### src/rtl/cv32e40p_tmr_fault_manager.sv
// TMR fault manager: identifies the faulty CSR replica, confirms persistence, requests resync.
// Optional syndrome capture output is enabled by defining CV32E40P_TMR_FAULT_SYNDROME_EN.
module cv32e40p_tmr_fault_manager #(
   parameter int W       = 32,
   parameter int PERSIST = 2,
   parameter int BLANK   = 4,
   parameter int CNT_W   = 8
) (
   input  logic             clk,
   input  logic             rst_n,
   input  logic [W-1:0]     res0_i,
   input  logic [W-1:0]     res1_i,
   input  logic [W-1:0]     res2_i,
   input  logic             check_en_i,
   output logic             resync_req_o,
   output logic [1:0]       resync_id_o,
   input  logic             resync_ack_i,
   output logic             fault_pulse_o,
   output logic             fatal_o,
   output logic             busy_o,
   input  logic             clr_cnt_i,
   output logic [CNT_W-1:0] err_cnt0_o,
   output logic [CNT_W-1:0] err_cnt1_o,
   output logic [CNT_W-1:0] err_cnt2_o
`ifdef CV32E40P_TMR_FAULT_SYNDROME_EN
   ,
   output logic [W-1:0]     syndrome_o
`endif
);

   typedef enum logic [2:0] {S_IDLE, S_CONFIRM, S_REQ, S_BLANK, S_FATAL} state_e;

   state_e           state_q, state_d;
   logic [3:0]       pcnt_q;
   logic [3:0]       blank_q;
   logic [1:0]       id_q;
   logic             pulse_q;
   logic [CNT_W-1:0] cnt_q [3];
   logic             suspect, nomaj, confirm;
   logic [1:0]       sus_id;

   // The odd replica out is the suspect; no pair agreeing means majority is lost.
   always_comb begin
      suspect = 1'b0;
      nomaj   = 1'b0;
      sus_id  = 2'd0;
      if (check_en_i) begin
         if (res0_i == res1_i && res0_i == res2_i) begin
            suspect = 1'b0;
         end else if (res0_i == res1_i) begin
            suspect = 1'b1;
            sus_id  = 2'd2;
         end else if (res0_i == res2_i) begin
            suspect = 1'b1;
            sus_id  = 2'd1;
         end else if (res1_i == res2_i) begin
            suspect = 1'b1;
            sus_id  = 2'd0;
         end else begin
            nomaj = 1'b1;
         end
      end
   end

   always_ff @(posedge clk or negedge rst_n) begin
      if (!rst_n) state_q <= S_IDLE;
      else        state_q <= state_d;
   end

   always_comb begin
      state_d = state_q;
      case (state_q)
         S_IDLE: begin
            if (nomaj)        state_d = S_FATAL;
            else if (suspect) state_d = (PERSIST == 1) ? S_REQ : S_CONFIRM;
         end
         S_CONFIRM: begin
            if (nomaj)         state_d = S_FATAL;
            else if (!suspect) state_d = S_IDLE;
            else if (sus_id == id_q && (pcnt_q + 4'd1) == 4'(PERSIST))
               state_d = S_REQ;
         end
         S_REQ: begin
            if (nomaj)             state_d = S_FATAL;
            else if (resync_ack_i) state_d = S_BLANK;
         end
         S_BLANK: begin
            if (blank_q == 4'(BLANK - 1)) state_d = S_IDLE;
         end
         S_FATAL: state_d = S_FATAL;
         default: state_d = S_IDLE;
      endcase
   end

   always_comb begin
      resync_req_o = (state_q == S_REQ);
      fatal_o      = (state_q == S_FATAL);
      busy_o       = (state_q == S_CONFIRM) || (state_q == S_REQ) || (state_q == S_BLANK);
   end

   assign confirm       = (state_d == S_REQ) && (state_q != S_REQ);
   assign resync_id_o   = id_q;
   assign fault_pulse_o = pulse_q;
   assign err_cnt0_o    = cnt_q[0];
   assign err_cnt1_o    = cnt_q[1];
   assign err_cnt2_o    = cnt_q[2];

   // A change of suspect inside CONFIRM restarts persistence from one.
   always_ff @(posedge clk or negedge rst_n) begin
      if (!rst_n) begin
         pcnt_q  <= '0;
         blank_q <= '0;
         id_q    <= '0;
         pulse_q <= 1'b0;
      end else begin
         pulse_q <= confirm;
         if (state_d == S_CONFIRM)
            pcnt_q <= (state_q == S_CONFIRM && sus_id == id_q) ? pcnt_q + 4'd1 : 4'd1;
         else
            pcnt_q <= '0;
         if ((state_q == S_IDLE || state_q == S_CONFIRM) && suspect)
            id_q <= sus_id;
         blank_q <= (state_q == S_BLANK) ? blank_q + 4'd1 : 4'd0;
      end
   end

   // Clear wins over the old value, so a same-cycle confirmation lands at exactly one.
   always_ff @(posedge clk or negedge rst_n) begin
      if (!rst_n) begin
         for (int i = 0; i < 3; i++) cnt_q[i] <= '0;
      end else begin
         for (int i = 0; i < 3; i++) begin
            if (confirm && sus_id == 2'(i)) begin
               if (clr_cnt_i)             cnt_q[i] <= CNT_W'(1);
               else if (cnt_q[i] != '1)   cnt_q[i] <= cnt_q[i] + CNT_W'(1);
            end else if (clr_cnt_i) begin
               cnt_q[i] <= '0;
            end
         end
      end
   end

`ifdef CV32E40P_TMR_FAULT_SYNDROME_EN
   logic [W-1:0] syn_q;

   always_ff @(posedge clk or negedge rst_n) begin
      if (!rst_n) begin
         syn_q <= '0;
      end else if (confirm) begin
         case (sus_id)
            2'd0:    syn_q <= res0_i ^ res1_i;
            2'd1:    syn_q <= res1_i ^ res0_i;
            default: syn_q <= res2_i ^ res0_i;
         endcase
      end
   end

   assign syndrome_o = syn_q;
`endif

endmodule

### config.mk
export PLATFORM = sky130hd
export DESIGN_NAME = cv32e40p_tmr_fault_manager
export DESIGN_NICKNAME = d
export VERILOG_FILES = /design/src/rtl/cv32e40p_tmr_fault_manager.sv
export SDC_FILE = /design/constraint.sdc
export NUM_CORES = 1
export LEC_CHECK = 0
export ABC_AREA = 0
export BUFFER_PORTS_ARGS = -buffer_cell sky130_fd_sc_hd__clkbuf_2
export CAP_MARGIN = 20
export CORE_ASPECT_RATIO = 0.75
export CORE_MARGIN = 2
export CORE_UTILIZATION = 45
export DETAILED_ROUTE_END_ITERATION = 10
export PLACE_DENSITY = 0.86
export SLEW_MARGIN = 20
export SYNTH_ARGS = -nofsm -noshare
export SYNTH_HDL_FRONTEND = slang
export SYNTH_SLANG_ARGS = --single-unit
### constraint.sdc
create_clock -name clk -period 2.1 [get_ports clk]
set_clock_uncertainty 0.05 [all_clocks]
set_input_delay 0.105 -clock clk [delete_from_list [all_inputs] [get_ports clk]]
set_output_delay 0.105 -clock clk [all_outputs]
set_load 0.02 [all_outputs]
# Word-level counts from Yosys, hierarchy flattened
# Index checks and enable logic that the tools add are counted.
[word_totals] in_bits=101 elab_cells=89 regBits=38 out_inout_bits=30
[op_classes] n_eq_ne=18 n_reduce_logical=22 n_addsub=5 muxes=36
[ops] cell="$eq A32 B32 Y1" n=3
[ops] cell="$mux W8" n=10
[ops] cell="$add A8 B1 Y8 const B" n=3
[ops] cell="$mux W3" n=8
[ops] cell="$ne A8 B8 Y1 const B" n=3
[ops] cell="$pmux W3 S5" n=1
[ops] cell="$mux W4" n=3
[ops] cell="$reduce_bool A2 Y1" n=6
[ops] cell="$mux W1" n=11
[ops] cell="$eq A3 B2 Y1 const B" n=3
[ops] cell="$add A4 B1 Y4 const B" n=2
[ops] cell="$eq A4 B2 Y1 const B" n=2
[ops] cell="$logic_and A1 B1 Y1" n=8
[ops] cell="$eq A3 B1 Y1 const B" n=2
[ops] cell="$mux W2" n=3
[ops] cell="$reduce_and A2 Y1" n=3
[ops] cell="$eq A3 B3 Y1 const B" n=1
[ops] cell="$logic_not A3 Y1" n=1
[ops] cell="$logic_or A1 B1 Y1" n=3
[ops] cell="$ne A3 B2 Y1 const B" n=1
[ops] cell="$eq A2 B1 Y1 const B" n=1
[ops] cell="$eq A2 B2 Y1" n=1
[ops] cell="$eq A2 B2 Y1 const B" n=1
[ops] cell="$logic_not A2 Y1" n=1

# Logic depth before layout (Yosys ltp)
# Gate-level depths: netlist of the first run.
[depth] ltp_word=16 ltp_mapped=10 mapped_depth_nobuf=10

# Worst setup path after synthesis of the first run
# OpenSTA, ideal clock, no wires.
[synth_timing] path_kind="input-to-reg" from="input res2_i[31]" to="register cnt_q (netlist bit err_cnt0_o[7])" setup_slack_ps=-193 t_arrival_ps=2116 cell_stages=9 required_time_ps=1922 n_path_buf=1 setup_ps=128 path_cell_list="xor2_1 -> nor4_2 -> nand4_2 -> nor4_2 -> o31ai_2 -> and2_4 -> buf_6 -> nor4_2 -> mux2_1"
[synth_via] elab_chain_len=16 elab_cells_between_ends=33 classes_between="eq/ne: 4; mux: 22; reduce/logical: 7"
[synth_lines] item="start, declared" line="13" rtl="input logic [W-1:0] res2_i,"
[synth_lines] item="$eq A32 B32 Y1" line="48, 53"
[synth_lines] item="$mux W1" line="53" rtl="end else if (res0_i == res2_i) begin"
[synth_lines] item="$mux W2" line="50" rtl="end else if (res0_i == res1_i) begin"
[synth_lines] item="$mux W2" line="48" rtl="if (res0_i == res1_i && res0_i == res2_i) begin"
[synth_lines] item="$mux W2" line="47" rtl="if (check_en_i) begin"
[synth_lines] item="$eq A2 B2 Y1" line="80" rtl="else if (sus_id == id_q && (pcnt_q + 4'd1) == 4'(PERSIST))"
[synth_lines] item="$logic_and A1 B1 Y1" line="80"
[synth_lines] item="$mux W3" line="80"
[synth_lines] item="$mux W3" line="79" rtl="else if (!suspect) state_d = S_IDLE;"
[synth_lines] item="$mux W3" line="78" rtl="if (nomaj) state_d = S_FATAL;"
[synth_lines] item="$pmux W3 S5" line="72" rtl="case (state_q)"
[synth_lines] item="$eq A3 B2 Y1" line="101" rtl="assign confirm = (state_d == S_REQ) && (state_q != S_REQ);"
[synth_lines] item="$logic_and A1 B1 Y1" line="101"
[synth_lines] item="$logic_and A1 B1 Y1 *" line="133" rtl="if (confirm && sus_id == 2'(i)) begin"
[synth_lines] item="$reduce_bool A2 Y1 (no source line)"
[synth_lines] item="$reduce_and A2 Y1 (no source line)"
[synth_lines] item="end signal, assigned by index" line="134" rtl="if (clr_cnt_i) cnt_q[i] <= CNT_W'(1);"
[synth_lines] item="end signal, assigned by index" line="137" rtl="cnt_q[i] <= '0;"
[synth_lines] item="end, declared" line="38" rtl="logic [CNT_W-1:0] cnt_q [3];"
# Mark *: on every way between the ends. The rest lies on a longest branch, timed or not.
# A chain may end at the register's enable or synchronous reset.

# Worst setup path after layout of the first run
[layout_timing] from="register pcnt_q[0]" to="register cnt_q (netlist bit err_cnt1_o[4])"
[layout_via] elab_chain_len=12 elab_cells_between_ends=13 classes_between="add/sub: 1; eq/ne: 2; mux: 5; reduce/logical: 5"
[layout_lines] item="start, declared" line="34" rtl="logic [3:0] pcnt_q;"
[layout_lines] item="start signal, assigned" line="118" rtl="pcnt_q <= (state_q == S_CONFIRM && sus_id == id_q) ? pcnt_q + 4'd1 : 4'd1;"
[layout_lines] item="$add A4 B1 Y4 *" line="80"
[layout_lines] item="$eq A4 B2 Y1 *" line="80"
[layout_lines] item="$logic_and A1 B1 Y1 *" line="80"
[layout_lines] item="$mux W3 *" line="80"
[layout_lines] item="$mux W3 *" line="79"
[layout_lines] item="$mux W3 *" line="78"
[layout_lines] item="$pmux W3 S5 *" line="72"
[layout_lines] item="$eq A3 B2 Y1 *" line="101"
[layout_lines] item="$logic_and A1 B1 Y1 *" line="101"
[layout_lines] item="$logic_and A1 B1 Y1 *" line="133"
[layout_lines] item="$reduce_bool A2 Y1 (no source line)"
[layout_lines] item="$reduce_and A2 Y1 (no source line)"
# Marked as above.

==> results of run 1 <==
cell usage after synthesis (7+ instances only):
cell     instances  share of area [%]
a21oi_1          9                1.4
dfrtp_1         38                 29
inv_1           10                1.2
nand2_1         18                2.1
nand3_1         13                2.0
nand4_1         17                3.3
nor2_1          39                4.5
nor3_1           7                1.1
nor4_1          17                3.3
nor4_2           7                2.7
xnor2_1         38                 10
xor2_1          71                 19
tightest hold or removal path: stages:
cell	delay, ns
clkbuf_2	0.08
nand2_1	0.05
o221ai_1	0.10
metrics by stage:
step | hold WS, ns | utilization [%] | cell area (sq um) | setup slack [ns]
CTS | 0.0450 | 70.4 | 4850 | -0.145
floorplan | -0.241 | - | 3330 | -0.111
detailed placement | 0.121 | 66.7 | 4600 | -0.456
global placement | 0.123 | 66.7 | 4600 | -0.394
global route | 0.0512 | 74.3 | 5130 | -0.273
finish | 0.0423 | 74.3 | 5130 | -0.161
flip-flops by register name, indices dropped and copies added, names as in the netlist:
register,flops
resync_id_o,2
state_q,3
err_cnt1_o,8
err_cnt2_o,8
blank_q,4
err_cnt0_o,8
fault_pulse_o,1
pcnt_q,4
final timing paths:
check	to	slack, ns	depth (start not counted)	startpoint
hold / removal	state_q[0]	0.04	3	resync_ack_i
hold reg to reg	blank_q[0]	0.42	1	blank_q[0]
setup / recovery	err_cnt1_o[4]	-0.16	11	pcnt_q[0]
max in group asynchronous	err_cnt0_o[0]	1.12	3	rst_n
min in group asynchronous	err_cnt1_o[5]	0.32	2	rst_n
setup reg to reg	err_cnt1_o[4]	-0.16	11	pcnt_q[0]
power groups by stage:
stage	Sequential (mW)	Combinational, mW	Clock [mW]
after CTS	0.735	0.441	0.624
final	0.735	0.459	0.626
after detailed placement	0.750	0.431	0
after global placement	0.749	0.421	0
after global routing	0.735	0.491	0.663
after floorplan	0.749	0.175	0
per-layer routing:
metal,track usage (%),up-vias
met5,0,-
met4,4.93,0
met3,4.68,23
met2,46.6,165
met1,37.6,1815
li1,-,1730
logic make-up (layout without fill, tap and decap cells):
group / Yosys count / count (layout) / share of synthesized area [%]
and+or+nand+nor: 151 / 152 / 26.5
xor gates and xnor gates: 109 / 109 / 29.4
AOI/OAI and AO/OA: 39 / 39 / 8.71
DFF: 38 / 38 / 29.3
buffers and inverters: 14 / 229 / 1.85
adders and majority gates: 6 / 6 / 2.31
muxes: 6 / 6 / 2.00
layout make-up:
class	instances	share of cell area, %
Timing Repair Buffer	211	25.9
Clock inverter	3	0.781
Clock buffer	5	1.34
Tap cell	98	2.39
Multi-Input combinational cell	312	50.3
Sequential cell	38	18.5
Inverter	10	0.732
placed cells by master (no fill, tap or decap), types with 5 or more instances in the layout:
cell / instances
nor4_2: 8
xor2_1: 71
nand3_1: 9
xnor2_1: 37
and3_1: 5
buf_4: 70
nor4_1: 13
a21oi_1: 5
inv_1: 10
clkbuf_2: 125
buf_6: 15
clkbuf_8: 5
nor3_4: 5
nand4_1: 17
ha_1: 5
nor2_1: 34
dfrtp_1: 38
nand2_1: 17
timing repair:
item                                    in CTS  in global routing
hold endpoints to repair                    26                  0
resized for setup                           17                 51
endpoints found under the setup margin      20                 33
buffers inserted                             5                  7
pin swaps                                   24                 31
hold buffers                                 1                  0
cloned                                       1                  0
==> summary.md, run 1 <==
| Metric | Value |
|---|---|
| CTS Buf Count | `5` |
| Die Wd | `102 um` |
| Sw Ratio | `28.2%` |
| Gpl congestion | `0.928` |
| Final Max Slew Viols | `0` |
| DR pass1 iterations | `5` |
| Setup violators final | `27` |
| Worst path cell trace | `ha_4, and2_4, a21oi_2, o22ai_2, buf_4, nand3_4, nor2_4, nand4_1, buf_6, or3_4, a21oi_2` |
| Fin worst setup slack | `-0.161 ns` |
| Final worst-path cycle share | `108%` |
| WP buf/inv | `2` |
| Rows | `26` |
| Crit. End Element | `flip-flop` |
| Pwr Total | `roughly 1.8 mW` |
| Avg Synthesized Cell Area | `a little under 9 sq um` |
| Hpwl dp | `~8500 um` |
| Netlist cell types | `51` |
| Antenna Nets Post-Route | `0` |
| CTS tree | `done` |
| # H-tree levels | `2` |
| Clk pwr share | `approximately a third` |
| Crit path max fanout | `7` |
| Critical path's top delay family | `simple AND/OR/NAND/NOR gates` |
| Leak | `around 2.4 nW` |
| Port buffer count | `between 100 and 150` |
| Largest net degree at the start of global routing | `30` |
| Clock sink total | `38` |
| Netlist Area Pre-Place | `between 3000 and 4000 sq um` |
| Post-layout min period | `approximately 2.3 ns` |
| Max-cap violation count | `0` |
| Worst relative slew slack | `a little under three fifths` |
| Clock latency on the worst-skew pair | `~0.3 ns` |
| Comb pwr share | `between 20% and 30%` |
| WL final | `approximately 12000 um` |
| Max Freq | `442 MHz` |
| Mapped Cells | `363` |
| Flops & latches, synth | `38` |
| Post-Synthesis Net Count | `between 400 and 500` |
| Kind of critical path | `flip-flop to flip-flop` |
| Crit-path most repeated cell | `a21oi_2` |
| Die footprint | `7920 sq um` |
| Final Hold Fails | `0` |
| Max Root-Sink Buffers | `2` |
| Multi-input gate area | `2580 sq um` |
| Outcome | `finished with violations` |
| Final non-filler cell total | `just under 700` |
| CP arrival | `between 2 and 2.5 ns` |
| Met1 WL | `between 4000 and 5000 um` |
| Sequential power share | `between 40% and 50%` |
| FFs w/ async S/R, synth | `between 90% and 100%` |
| Unrepaired setup endpoints after global routing | `true` |
| Clk root buf | `clkbuf_8` |
| Met2 WL post-DR | `slightly below 6000 um` |
| Pwr/cell area | `around 360 nW/um^2` |
| Routed length on met3 | `between 600 and 700 um` |
| Starting density of the core | `between 40% and 50%` |
| P_sw | `0.514 mW` |
| Area delta synth->final | `57.9%` |
| Failing checks | `negative setup slack` |
| Total GRT Usage | `27.7%` |
| HP Class | `primary input to flip-flop` |
| Via count | `about 3700` |
| Register area share after synthesis | `~30%` |
| Initial antenna violation count | `0` |
| Final #Nets | `about 690` |
| Slowest stage cell, crit path | `dfrtp_1` |
| Peak supply drop | `about 0.00033 V` |
| N_diodes | `0` |
| First-pass GRT wire length | `about 17000 um` |
| Via density | `between 5 and 6` |
| Die Y | `around 78 um` |
| Crit start category | `flip-flop` |
| Cell count after placement | `roughly 660` |
| Crit-path max cell delay | `approximately 0.39 ns` |
| Tightest Pin Transition | `0.671 ns` |
| DRC Markers | `0` |
| CORE AREA | `6900 sq um` |
| DRT iter0 DRCs | `around 240` |
| Post-synth EDFFs | `0` |
| Critical Path RT | `2.27 ns` |
| Int Pwr | `1.31 mW` |
| Fill cells | `between 400 and 500` |
| Top Layer Used | `met4` |
| Congestion Overflow GR | `0` |
| Layout cells sized above 1 | `between 40% and 50%` |
| Io pins | `131` |
| Vias in the first global route | `around 3600` |
| Ys flop type | `dfrtp_1` |
| Register Area | `between 900 and 1000 sq um` |
| Yosys warning count | `0` |
| Clock transition at the registers of the reported paths | `about 0.08 ns` |
| Setup_tns | `-2.10 ns` |
| Wirelength per Cell | `roughly 17 um` |
Note: power is estimated with default switching activity, not from simulation.
==> inputs of run 2 (changes only) <==
PLACE_DENSITY = 0.78   (was 0.86)
==> run 2 against run 1 <==
The run still ends with negative setup slack left. Sequential power barely moved. Cell count shrank 3.4%. Maximum frequency up 0.43%. First-iteration DRC count shrank 35%. Hold slack better by 0.021 ns. Global-route usage shrank 0.66 points. Combinational power fell by 9.2%. Count of clock-buffer cells in the layout did not move. Non-clock buffer count down 22. Via count fell by 5.9%. Utilization fell by 3.8 points. Register-to-register slack hardly changed. Critical endpoint is now err_cnt0_o[5].
==> summary.md, run 2 (synthesized netlist as in run 1, its figures left out) <==
| Metric | Value |
|---|---|
| WHS Path Cells | `3 (unchanged)` |
| Final worst-path cycle share | `107% (-0.47 points)` |
| Flop-to-flop setup slack | `-0.15 ns (about the same)` |
| Crit path max fanout | `3 (-4)` |
| R2R cell count | `10 (-1)` |
| Critical path origin | `pcnt_q[1]` |
| Dpl cell area | `4440 sq um (-3.6%)` |
| Crit-path max cell delay | `0.50 ns (+0.11 ns)` |
| Worst path cell trace | `ha_4, nor2_2, a21oi_2, o22ai_2, buf_4, nand3_4, nor2_4, nand3_2, or4_1, a21oi_2` |
| HP Class | `primary input to flip-flop` |
| WL final | `10400 um (-12%)` |
| N_diodes | `0 (unchanged)` |
| DRT iter0 DRCs | `155 (-35%)` |
| Hold_sp | `resync_ack_i` |
| Kind of critical path | `flip-flop to flip-flop` |
| Final Hold Fails | `0 (unchanged)` |
| Final instance area | `4870 sq um (-5.1%)` |
| Total GRT Usage | `27.0% (-0.66 points)` |
| Worst relative slew slack | `59.6% (+4.3 points)` |
| Crit start category | `flip-flop` |
| Gpl congestion | `0.930 (+0.16%)` |
| Congestion Overflow GR | `0 (unchanged)` |
| Clk root buf | `clkbuf_8` |
| Layout cells sized above 1 | `44.4% (-3.4 points)` |
| Crit Reg-Reg Startpoint | `pcnt_q[1]` |
| Post-layout min period | `2.25 ns (-0.00977 ns)` |
| Port buffer count | `130 (unchanged)` |
| Pwr/cell area | `392 nW/um^2 (+10%)` |
| Worst R2R End | `err_cnt0_o[5]` |
| Max-cap violation count | `0 (unchanged)` |
| Vias in the first global route | `3628 (+1.2%)` |
| Most common cell after layout, fill and taps aside | `clkbuf_2` |
| Pwr Total | `1.91 mW (+4.9%)` |
| Io pins | `131 (unchanged)` |
| Fin worst setup slack | `-0.151 ns (+0.00978 ns)` |
| Leak | `2.24 nW (-5.5%)` |
| Via density | `5.37 (-2.6%)` |
| Die Wd | `102 um (unchanged)` |
| Tightest Pin Transition | `0.606 ns (-0.0652 ns)` |
| Outcome | `finished with violations` |
| CP arrival | `2.42 ns (about the same)` |
| DR pass1 iterations | `4 (-1)` |
| Crit. End Element | `flip-flop` |
| CTS tree | `done` |
| Final Max Slew Viols | `0 (unchanged)` |
| Slowest stage cell, crit path | `or4_1` |
| CTS Buf Count | `5 (unchanged)` |
| First-pass GRT wire length | `17200 um (-0.32%)` |
| Hpwl dp | `7980 um (-6.2%)` |
| Clock latency on the worst-skew pair | `0.30 ns (about the same)` |
| Min Hold Slack | `0.0638 ns (+0.0215 ns)` |
| Max Root-Sink Buffers | `2 (unchanged)` |
| Starting density of the core | `47.1% (unchanged)` |
| Unrepaired setup endpoints after global routing | `true` |
| Met1 WL | `4590 um (-7.9%)` |
| Wirelength per Cell | `15.9 um (-9.0%)` |
| Die Y | `77.6 um (unchanged)` |
| Met2 WL post-DR | `5160 um (-13%)` |
| Setup_tns | `-1.42 ns (+0.680 ns)` |
| Top Layer Used | `met4` |
| Area delta synth->final | `49.9%` |
| Max Freq | `444 MHz (+0.43%)` |
| Critical Path RT | `2.27 ns (about the same)` |
| Initial antenna violation count | `0 (unchanged)` |
| Rows | `26 (unchanged)` |
| DRC Markers | `0 (unchanged)` |
| Hold endpoint | `state_q[0]` |
| Core Util, Final | `70.6% (-3.8 points)` |
| Most frequent cells in the layout | `clkbuf_2 (130), xor2_1 (71), buf_4 (53)` |
| Setup violators final | `19 (-30%)` |
| Clock sink total | `38 (unchanged)` |
| Die footprint | `7920 sq um (unchanged)` |
| Clock transition at the registers of the reported paths | `0.08 ns (about the same)` |
| Final #Nets | `662 (-3.4%)` |
| Via count | `3513 (-5.9%)` |
| Routed length on met3 | `525 um (-23%)` |
| Failing checks | `negative setup slack` |
| CORE AREA | `6900 sq um (unchanged)` |
| # H-tree levels | `2 (unchanged)` |
| Largest net degree at the start of global routing | `30 (unchanged)` |
| Crit-path most repeated cell | `a21oi_2` |
| Antenna Nets Post-Route | `0 (unchanged)` |
| Peak supply drop | `0.000283 V (-14%)` |
[run 2: cell count changes in the layout (fill, tap and decap cells not counted), moves of 3 or more]
| cell | delta |
|---|---|
| o21ai_0 | +3 |
| buf_4 | -17 |
| buf_6 | -10 |
| clkbuf_2 | +5 |
[run 2: what timing repair did]
item / CTS / global route
setup buffers: 9 / 2
gates resized for setup: 20 / 18
hold buffers: 1 / 0
endpoints found under the hold margin: 16 / 0
pin swaps: 17 / 19
endpoints found under the setup margin: 17 / 33
[run 2: metrics by stage]
step	cells	setup WS, ns
finish	654	-0.151
global route	654	-0.241
CTS	652	-0.119
detailed placement	634	-0.376
global placement	634	-0.374
floorplan	363	-0.111
[run 2: worst max path at each step]
stage                               end  slack [ns]  depth (start not counted)
after floorplan           err_cnt0_o[3]       -0.11                          9
after CTS                 err_cnt2_o[3]       -0.12                         10
after detailed placement  err_cnt0_o[4]       -0.38                         10
final                     err_cnt0_o[5]       -0.15                         10
after global placement    err_cnt0_o[4]       -0.37                         10
after global routing      err_cnt0_o[2]       -0.24                         10
[run 2: worst max-delay path, delay by kind of cell, from the launching register on]
family | cells | cell delay [ns]
buf+inv | 1 | 0.16
compound gates | 3 | 0.39
simple gates | 5 | 0.97
flops | 1 | 0.42
fa+ha+maj | 1 | 0.18
[run 2: layer usage]
| layer | vias up | GRT usage [%] |
|---|---|---|
| met5 | - | 0 |
| met4 | 0 | 5.07 |
| met3 | 14 | 4.59 |
| met2 | 110 | 43.8 |
| met1 | 1701 | 38.1 |
| li1 | 1688 | - |
[run 2: final cells by class]
cell class,instances,area [sq um]
Multi-Input combinational cell,311,2500
Fill cell,546,2030
Timing Repair Buffer,189,1110
Sequential cell,38,952
Tap cell,98,123
Clock buffer,5,68.8
Clock inverter,3,68.8
Inverter,10,37.5
[run 2: power breakdown]
part	total, mW	internal (mW)	switching, mW
logic	0.417	0.192	0.225
registers	0.735	0.733	0.00247
clock network	0.758	0.476	0.282
total	1.91	1.40	0.509
